`src/rtl/dp_ctrl_pkg.sv`:
```
// Shared encodings for the datapath controller: FSM states, instruction classes,
// opcode/ALU constants, writeback selects and immediate sign-extension helpers.
package dp_ctrl_pkg;

    typedef enum logic [2:0] {
        ST_WAIT      = 3'd0,
        ST_DECODE    = 3'd1,
        ST_WRITE_IMM = 3'd2,
        ST_GET_A     = 3'd3,
        ST_GET_B     = 3'd4,
        ST_EXEC      = 3'd5,
        ST_WRITE_REG = 3'd6
    } state_e;

    typedef enum logic [2:0] {
        CLS_MOV_IMM = 3'd0,
        CLS_MOV_REG = 3'd1,
        CLS_ADD     = 3'd2,
        CLS_CMP     = 3'd3,
        CLS_AND     = 3'd4,
        CLS_MVN     = 3'd5,
        CLS_ILLEGAL = 3'd6
    } iclass_e;

    localparam logic [2:0] OPC_MOV = 3'b110;
    localparam logic [2:0] OPC_ALU = 3'b101;

    localparam logic [1:0] OP_MOV_IMM = 2'b10;
    localparam logic [1:0] OP_MOV_REG = 2'b00;

    localparam logic [1:0] ALU_ADD  = 2'b00;
    localparam logic [1:0] ALU_SUB  = 2'b01;
    localparam logic [1:0] ALU_AND  = 2'b10;
    localparam logic [1:0] ALU_NOTB = 2'b11;

    localparam logic [3:0] VSEL_NONE  = 4'b0000;
    localparam logic [3:0] VSEL_IMM8  = 4'b0001;
    localparam logic [3:0] VSEL_DPOUT = 4'b0010;

    function automatic logic [15:0] sext8(input logic [7:0] v);
        return {{8{v[7]}}, v};
    endfunction

    function automatic logic [15:0] sext5(input logic [4:0] v);
        return {{11{v[4]}}, v};
    endfunction

endpackage

```
`src/rtl/ctrl_decode.sv`:
```
// Combinational instruction-register decoder: splits the IR into fields,
// classifies the instruction and produces both sign-extended immediates.
module ctrl_decode
    import dp_ctrl_pkg::*;
(
    input  logic [15:0] ir_i,
    output iclass_e     cls_o,
    output logic [2:0]  rn_o,
    output logic [2:0]  rd_o,
    output logic [2:0]  rm_o,
    output logic [1:0]  sh_o,
    output logic [1:0]  op_o,
    output logic [15:0] sximm8_o,
    output logic [15:0] sximm5_o,
    output logic        illegal_o
);

    assign rn_o     = ir_i[10:8];
    assign rd_o     = ir_i[7:5];
    assign sh_o     = ir_i[4:3];
    assign rm_o     = ir_i[2:0];
    assign op_o     = ir_i[12:11];
    assign sximm8_o = sext8(ir_i[7:0]);
    assign sximm5_o = sext5(ir_i[4:0]);
    assign illegal_o = (cls_o == CLS_ILLEGAL);

    // Instruction classification from opcode and op fields
    always_comb begin
        cls_o = CLS_ILLEGAL;
        case (ir_i[15:13])
            OPC_MOV: begin
                if (ir_i[12:11] == OP_MOV_IMM) begin
                    cls_o = CLS_MOV_IMM;
                end else if (ir_i[12:11] == OP_MOV_REG) begin
                    cls_o = CLS_MOV_REG;
                end else begin
                    cls_o = CLS_ILLEGAL;
                end
            end
            OPC_ALU: begin
                case (ir_i[12:11])
                    ALU_ADD:  cls_o = CLS_ADD;
                    ALU_SUB:  cls_o = CLS_CMP;
                    ALU_AND:  cls_o = CLS_AND;
                    ALU_NOTB: cls_o = CLS_MVN;
                    default:  cls_o = CLS_ILLEGAL;
                endcase
            end
            default: cls_o = CLS_ILLEGAL;
        endcase
    end

endmodule

```
`src/rtl/datapath_controller.sv`:
```
// Instruction register and control FSM that sequences the register-file /
// shifter / ALU datapath one instruction at a time with Moore strobes.
module datapath_controller
    import dp_ctrl_pkg::*;
(
    input  logic        clk,
    input  logic        reset_n,
    input  logic        s,
    input  logic        load,
    input  logic [15:0] in,
    output logic        w,
    output logic        err,
    output logic [3:0]  vsel,
    output logic [2:0]  readnum,
    output logic [2:0]  writenum,
    output logic        write,
    output logic        loada,
    output logic        loadb,
    output logic        asel,
    output logic        bsel,
    output logic [1:0]  shift,
    output logic [1:0]  ALUop,
    output logic        loadc,
    output logic        loads,
    output logic [15:0] sximm8,
    output logic [15:0] sximm5
);

    state_e      state_q, state_d;
    logic [15:0] ir_q, ir_d;
    logic        err_q, err_d;

    iclass_e     cls_s;
    logic [2:0]  rn_s, rd_s, rm_s;
    logic [1:0]  sh_s, op_s;
    logic        illegal_s;

    ctrl_decode u_decode (
        .ir_i      (ir_q),
        .cls_o     (cls_s),
        .rn_o      (rn_s),
        .rd_o      (rd_s),
        .rm_o      (rm_s),
        .sh_o      (sh_s),
        .op_o      (op_s),
        .sximm8_o  (sximm8),
        .sximm5_o  (sximm5),
        .illegal_o (illegal_s)
    );

    // State, instruction and error registers
    always_ff @(posedge clk or negedge reset_n) begin
        if (!reset_n) begin
            state_q <= ST_WAIT;
            ir_q    <= 16'h0000;
            err_q   <= 1'b0;
        end else begin
            state_q <= state_d;
            ir_q    <= ir_d;
            err_q   <= err_d;
        end
    end

    // Next-state logic; IR and err only change while idle or decoding
    always_comb begin
        state_d = state_q;
        ir_d    = ir_q;
        err_d   = err_q;
        case (state_q)
            ST_WAIT: begin
                if (load) begin
                    ir_d = in;
                end else begin
                    ir_d = ir_q;
                end
                if (s) begin
                    state_d = ST_DECODE;
                    err_d   = 1'b0;
                end else begin
                    state_d = ST_WAIT;
                end
            end
            ST_DECODE: begin
                if (illegal_s) begin
                    err_d   = 1'b1;
                    state_d = ST_WAIT;
                end else begin
                    case (cls_s)
                        CLS_MOV_IMM: state_d = ST_WRITE_IMM;
                        CLS_MOV_REG: state_d = ST_GET_B;
                        CLS_MVN:     state_d = ST_GET_B;
                        default:     state_d = ST_GET_A;
                    endcase
                end
            end
            ST_WRITE_IMM: state_d = ST_WAIT;
            ST_GET_A:     state_d = ST_GET_B;
            ST_GET_B:     state_d = ST_EXEC;
            ST_EXEC: begin
                if (cls_s == CLS_CMP) begin
                    state_d = ST_WAIT;
                end else begin
                    state_d = ST_WRITE_REG;
                end
            end
            ST_WRITE_REG: state_d = ST_WAIT;
            default:      state_d = ST_WAIT;
        endcase
    end

    // Moore output decode from the current state and IR fields
    always_comb begin
        w        = 1'b0;
        err      = err_q;
        vsel     = VSEL_NONE;
        readnum  = 3'd0;
        writenum = 3'd0;
        write    = 1'b0;
        loada    = 1'b0;
        loadb    = 1'b0;
        asel     = 1'b0;
        bsel     = 1'b0;
        shift    = 2'b00;
        ALUop    = 2'b00;
        loadc    = 1'b0;
        loads    = 1'b0;
        case (state_q)
            ST_WAIT: w = 1'b1;
            ST_WRITE_IMM: begin
                writenum = rn_s;
                vsel     = VSEL_IMM8;
                write    = 1'b1;
            end
            ST_GET_A: begin
                readnum = rn_s;
                loada   = 1'b1;
            end
            ST_GET_B: begin
                readnum = rm_s;
                loadb   = 1'b1;
            end
            ST_EXEC: begin
                shift = sh_s;
                if (cls_s == CLS_MOV_REG) begin
                    asel  = 1'b1;
                    ALUop = ALU_ADD;
                    loadc = 1'b1;
                end else if (cls_s == CLS_CMP) begin
                    ALUop = op_s;
                    loads = 1'b1;
                end else begin
                    ALUop = op_s;
                    loadc = 1'b1;
                end
            end
            ST_WRITE_REG: begin
                writenum = rd_s;
                vsel     = VSEL_DPOUT;
                write    = 1'b1;
            end
            default: w = 1'b0;
        endcase
    end

endmodule

```
`config.mk`:
```
export PLATFORM = sky130hd
export DESIGN_NAME = datapath_controller
export DESIGN_NICKNAME = d
export VERILOG_FILES = /design/src/rtl/dp_ctrl_pkg.sv /design/src/rtl/ctrl_decode.sv /design/src/rtl/datapath_controller.sv
export SDC_FILE = /design/constraint.sdc
export NUM_CORES = 1
export LEC_CHECK = 0
export ABC_AREA = 1
export CORE_MARGIN = 5
export CORE_UTILIZATION = 35
export CTS_BUF_LIST = sky130_fd_sc_hd__clkbuf_8
export DETAILED_ROUTE_END_ITERATION = 7
export MAX_ROUTING_LAYER = met4
export PLACE_DENSITY = 0.78
export SETUP_SLACK_MARGIN = 0.2
export SLEW_MARGIN = 15
export SYNTH_ARGS = -nofsm -noshare
export SYNTH_HDL_FRONTEND = slang
export SYNTH_SLANG_ARGS = --single-unit
```
`constraint.sdc`:
```
create_clock -name clk -period 1.25 [get_ports clk]
set_input_delay 0.25 -clock clk [delete_from_list [all_inputs] [get_ports clk]]
set_output_delay 0.25 -clock clk [all_outputs]
set_load 0.005 [all_outputs]
```
Word-level counts from Yosys, hierarchy flattened:

Index checks and enable logic that the tools add are counted.

* output and inout bits: 55
* bits of input ports: 20
* flip-flop bits (word level): 20

* multiplexer cells: 30
* reductions and logical operators: 8
* equality and inequality tests: 17

Operators by type and width (count)
* $pmux W3 S2: 4
* $eq A3 B3 Y1 const B: 7
* $mux W1: 15
* $pmux W3 S5: 1
* $mux W3: 4
* $pmux W3 S4: 1
* $eq A3 B2 Y1 const B: 3
* $eq A3 B1 Y1 const B: 2
* $logic_not A3 Y1: 2
* $mux W2: 3
* $eq A2 B2 Y1 const B: 2
* $ne A2 B2 Y1 const B: 2
* $pmux W2 S2: 1
* $reduce_or A2 Y1: 2
* $reduce_and A3 Y1: 1
* $eq A2 B1 Y1 const B: 1
* $logic_not A2 Y1: 1
* $pmux W1 S2: 1
* $reduce_and A2 Y1: 1
* $reduce_bool A2 Y1: 1

Longest topological paths before layout:

* depth in word-level cells: 9
* depth in mapped cells: 7
* depth with buffers taken out: 7

Cells and area by module:

Synthesis repeated with hierarchy kept, for this count alone.

* cells, all modules: 204
* area total of the unflattened synthesis: 1540.2 um^2

Modules (own cells, without submodules)
* datapath_controller: cells an instance 141, area an instance 1122.3 um^2, seq. area each 500.5 um^2, times used 1
* ctrl_decode: cells an instance 63, area an instance 417.9 um^2, seq. area each 0.0 um^2, times used 1

Least setup slack after synthesis:

No wires, ideal clock.

* kind: register -> register
* start point: register state_q[2]
* end point: register ir_q[4]
* path slack: -0.042 ns
* period minus slack after synthesis: 1.292 ns
* arrival: 1.170 ns
* stages on the path, launching flop included: 6
* data required time: 1.128 ns
* buffers on the path: 1
* cells stage by stage: dfrtp_1 > nor3_4 > nand2_4 > buf_6 > nor2_1 > a21oi_1

* longest elaborated chain between the ends: 2

Ends and longest elaborated chain
* from (decl): line datapath_controller.sv:29 `state_e state_q, state_d;`
* from (signal assigned): line datapath_controller.sv:58 `state_q <= state_d;`
* $logic_not A3 Y1: line datapath_controller.sv:69 `case (state_q)`
* $reduce_and A2 Y1 (no source line)
* to (signal assigned): line datapath_controller.sv:59 `ir_q <= ir_d;`
* to (decl): line datapath_controller.sv:30 `logic [15:0] ir_q, ir_d;`

Every way passes these cells.
A chain may end at the register's enable or synchronous reset.

Worst setup path after layout:

* start point: register state_q[1]
* end point: output readnum[1]

* longest elaborated chain between the ends: 2
* elaborated cells between the ends (all ways): 3

Ends and longest elaborated chain
* $eq A3 B3 Y1 / $eq A3 B2 Y1 (equally long branches): line datapath_controller.sv:127 `case (state_q)`
* $pmux W3 S2 *: line datapath_controller.sv:127
* to (decl): line datapath_controller.sv:14 `output logic [2:0] readnum,`

Mark *: on every way between the ends. The rest lies on a longest branch, timed or not.

==> metrics <==
Final Max Tran Viols 0; dpl ws -0.4426 ns; MaxCap Viol Count 0; hold buffers post-CTS 0; CTS root buffer clkbuf_8; clk sink count 20; WL/cell 17.95 um; CP arrival 1.47 ns; DR vias/cell 4.905; worst min path class primary input to asynchronous set/reset pin; Clock transition at path regs 0.08 ns; Die Height 70.68 um; Final Cycle Share 137.6%; RSZ-0062 raised after global routing yes; endpoints failing hold 0; # fillers 201; Synth area leaders dfrtp_1 39%, buf_4 20%, nand2_1 9.3%, inv_1 6.1%, nor2_1 6.1%; Setup Crit Path Kind flop to output pin; xor and xnor area share after synthesis 0%; Remaining DRCs 0; Chip Width 70.68 um; pin count of the biggest net entering global routing 21; Yosys reg bits 20; PwrDens 2579 nW/um2; Layout Nets 310; Initial Utilization 35.74%; gpl congestion 0.7820; multi-input logic area 778.2 um2; failing checks setup timing; CTS tree done; top-area cell type share of the netlist area 38.83%; cts bufs inserted 3; Synth cell types 18; die area 4996 um2; worst-margin pin slew 0.7863 ns; Mapped Cells 172; final core occ 79.67%; cell leakage power 1.455 nW; worst r2r path cells 7; status finished, violations left; largest area contributor in the netlist dfrtp_1; IR Drop Worst-Case VDD 0.001153 V; drt first pass iters 4; final antenna diode count 0; total grt overflow 0; Detailed Route WL 6049 um; first-pass GRT wire length 8045 um; CP Capture Type output pin; Final Skew 0.001835 ns; synthesized area 1289 um2; post-synthesis sequential area ratio 38.83%; Rel. slew slack 47.49%; EDFF count, synth 0; core area 3606 um2; mux contribution to synthesized area 0%; cell area after layout 2873 um2; via count 1,653; Ys Warns 0; main combinational cell family by area after synthesis buffers and inverters; Final WS setup -0.4694 ns; Sequential Area 504.2 um2; crit path max fanout 5; Peak Freq 581.6 MHz; Final ANT Viol Nets 0; clk buf depth 2; Max H-tree Level 1; Post-Synth Adder-Cell Area 0%; Rows 22; Final HPWL DP 2697 um; # setup viols final 59; commonest cells in the netlist 35 x buf_4, 32 x nand2_1, 21 x inv_1, 21 x nor2_1, 20 x dfrtp_1; syn avg cell area 7.493 um2; post-synthesis compound-gate area fraction 7.184%; startpoint types flop; vias in the first global route 1,613; IO buf count 71; area growth from synthesis to layout 122.9%; Post-DP Area 2022 um2; total global-route track usage 20.78%; Iteration-0 DRC Markers 108; count leader, synth buf_4; Synth Area in Simple Gates 25.15%; layout cell share with drive strength beyond 1 67.82%; Clk Latency, worst-skew pair 0.26 ns; Ports 75; share of flip-flops with an asynchronous set or reset 100.0%; Tmin final 1.719 ns; antenna violations before repair 0; Main synth FF type dfrtp_1; data required time of the worst path 1.00 ns
-- timing repair --
| item | CTS | global route |
|---|---|---|
| cloned | 2 | 2 |
| setup buffers | 39 | 6 |
| resized for setup | 298 | 55 |
| setup endpoints to repair | 72 | 71 |
| pin swaps | 12 | 10 |
-- power breakdown --
part,internal [mW],total [mW],switching (mW)
Clock,0.281,0.508,0.227
Combinational,3.19,5.63,2.44
Sequential,0.964,1.27,0.310
Total,4.44,7.41,2.97
-- metrics by stage --
step                      hold slack [ns]  cells  power, mW  setup TNS [ns]
after floorplan                  -0.04559    174      2.903         -0.2296
after global placement             0.5022    284      4.258          -8.759
after detailed placement           0.5391    284      4.329          -10.06
after CTS                          0.3430    329      6.318          -9.361
after global routing               0.3739    337      7.753          -15.40
final                              0.3610    337      7.408          -12.80
-- layout make-up --
class / count / area share [%]
inverter: 21 / 2.918
timing repair buffer: 146 / 48.43
clock buffer: 4 / 1.916
sequential: 20 / 17.55
tap: 48 / 2.091
multi-input combinational: 98 / 27.09
-- worst paths after layout --
path                            start         end  slack (ns)
setup / recovery           state_q[1]  readnum[1]       -0.47
hold / removal                reset_n    ir_q[12]        0.36
setup reg to reg           state_q[1]     ir_q[4]       -0.29
hold reg to reg               ir_q[1]     ir_q[1]        0.61
max in group asynchronous     reset_n  state_q[0]        0.65
min in group clk                in[7]     ir_q[7]        0.54
-- cell families after synthesis --
family,Yosys count
AO/OA/AOI/OAI,18
AND/OR/NAND/NOR,74
flip-flops,20
other,1
buffers and inverters,59
-- placed cells by master (no fill, tap or decap), types with 7 or more instances in the layout --
cell type	count
inv_1	13
nand2_1	18
nor2_4	13
buf_4	39
clkdlybuf4s50_1	18
nand2_2	8
nand3_1	7
dfrtp_1	17
buf_6	68
buf_2	14
-- registers in the layout (all words and copies together), names as in the netlist --
signal,flops
err,1
ir_q,16
state_q,3
-- worst max-delay path, stage by stage (launching register included) --
cell	delay (ns)
dfrtp_2	0.44
buf_6	0.13
buf_6	0.09
nand3_4	0.11
buf_6	0.14
o21ai_2	0.16
buf_2	0.14
-- layer usage --
metal,up-vias,global-route usage [%],wire [um]
met5,-,-,0
met4,0,11.90,289
met3,28,2.983,377
met2,74,36.05,3263
met1,814,22.52,2119
li1,737,-,-
Note: power is estimated with default switching activity, not from simulation.
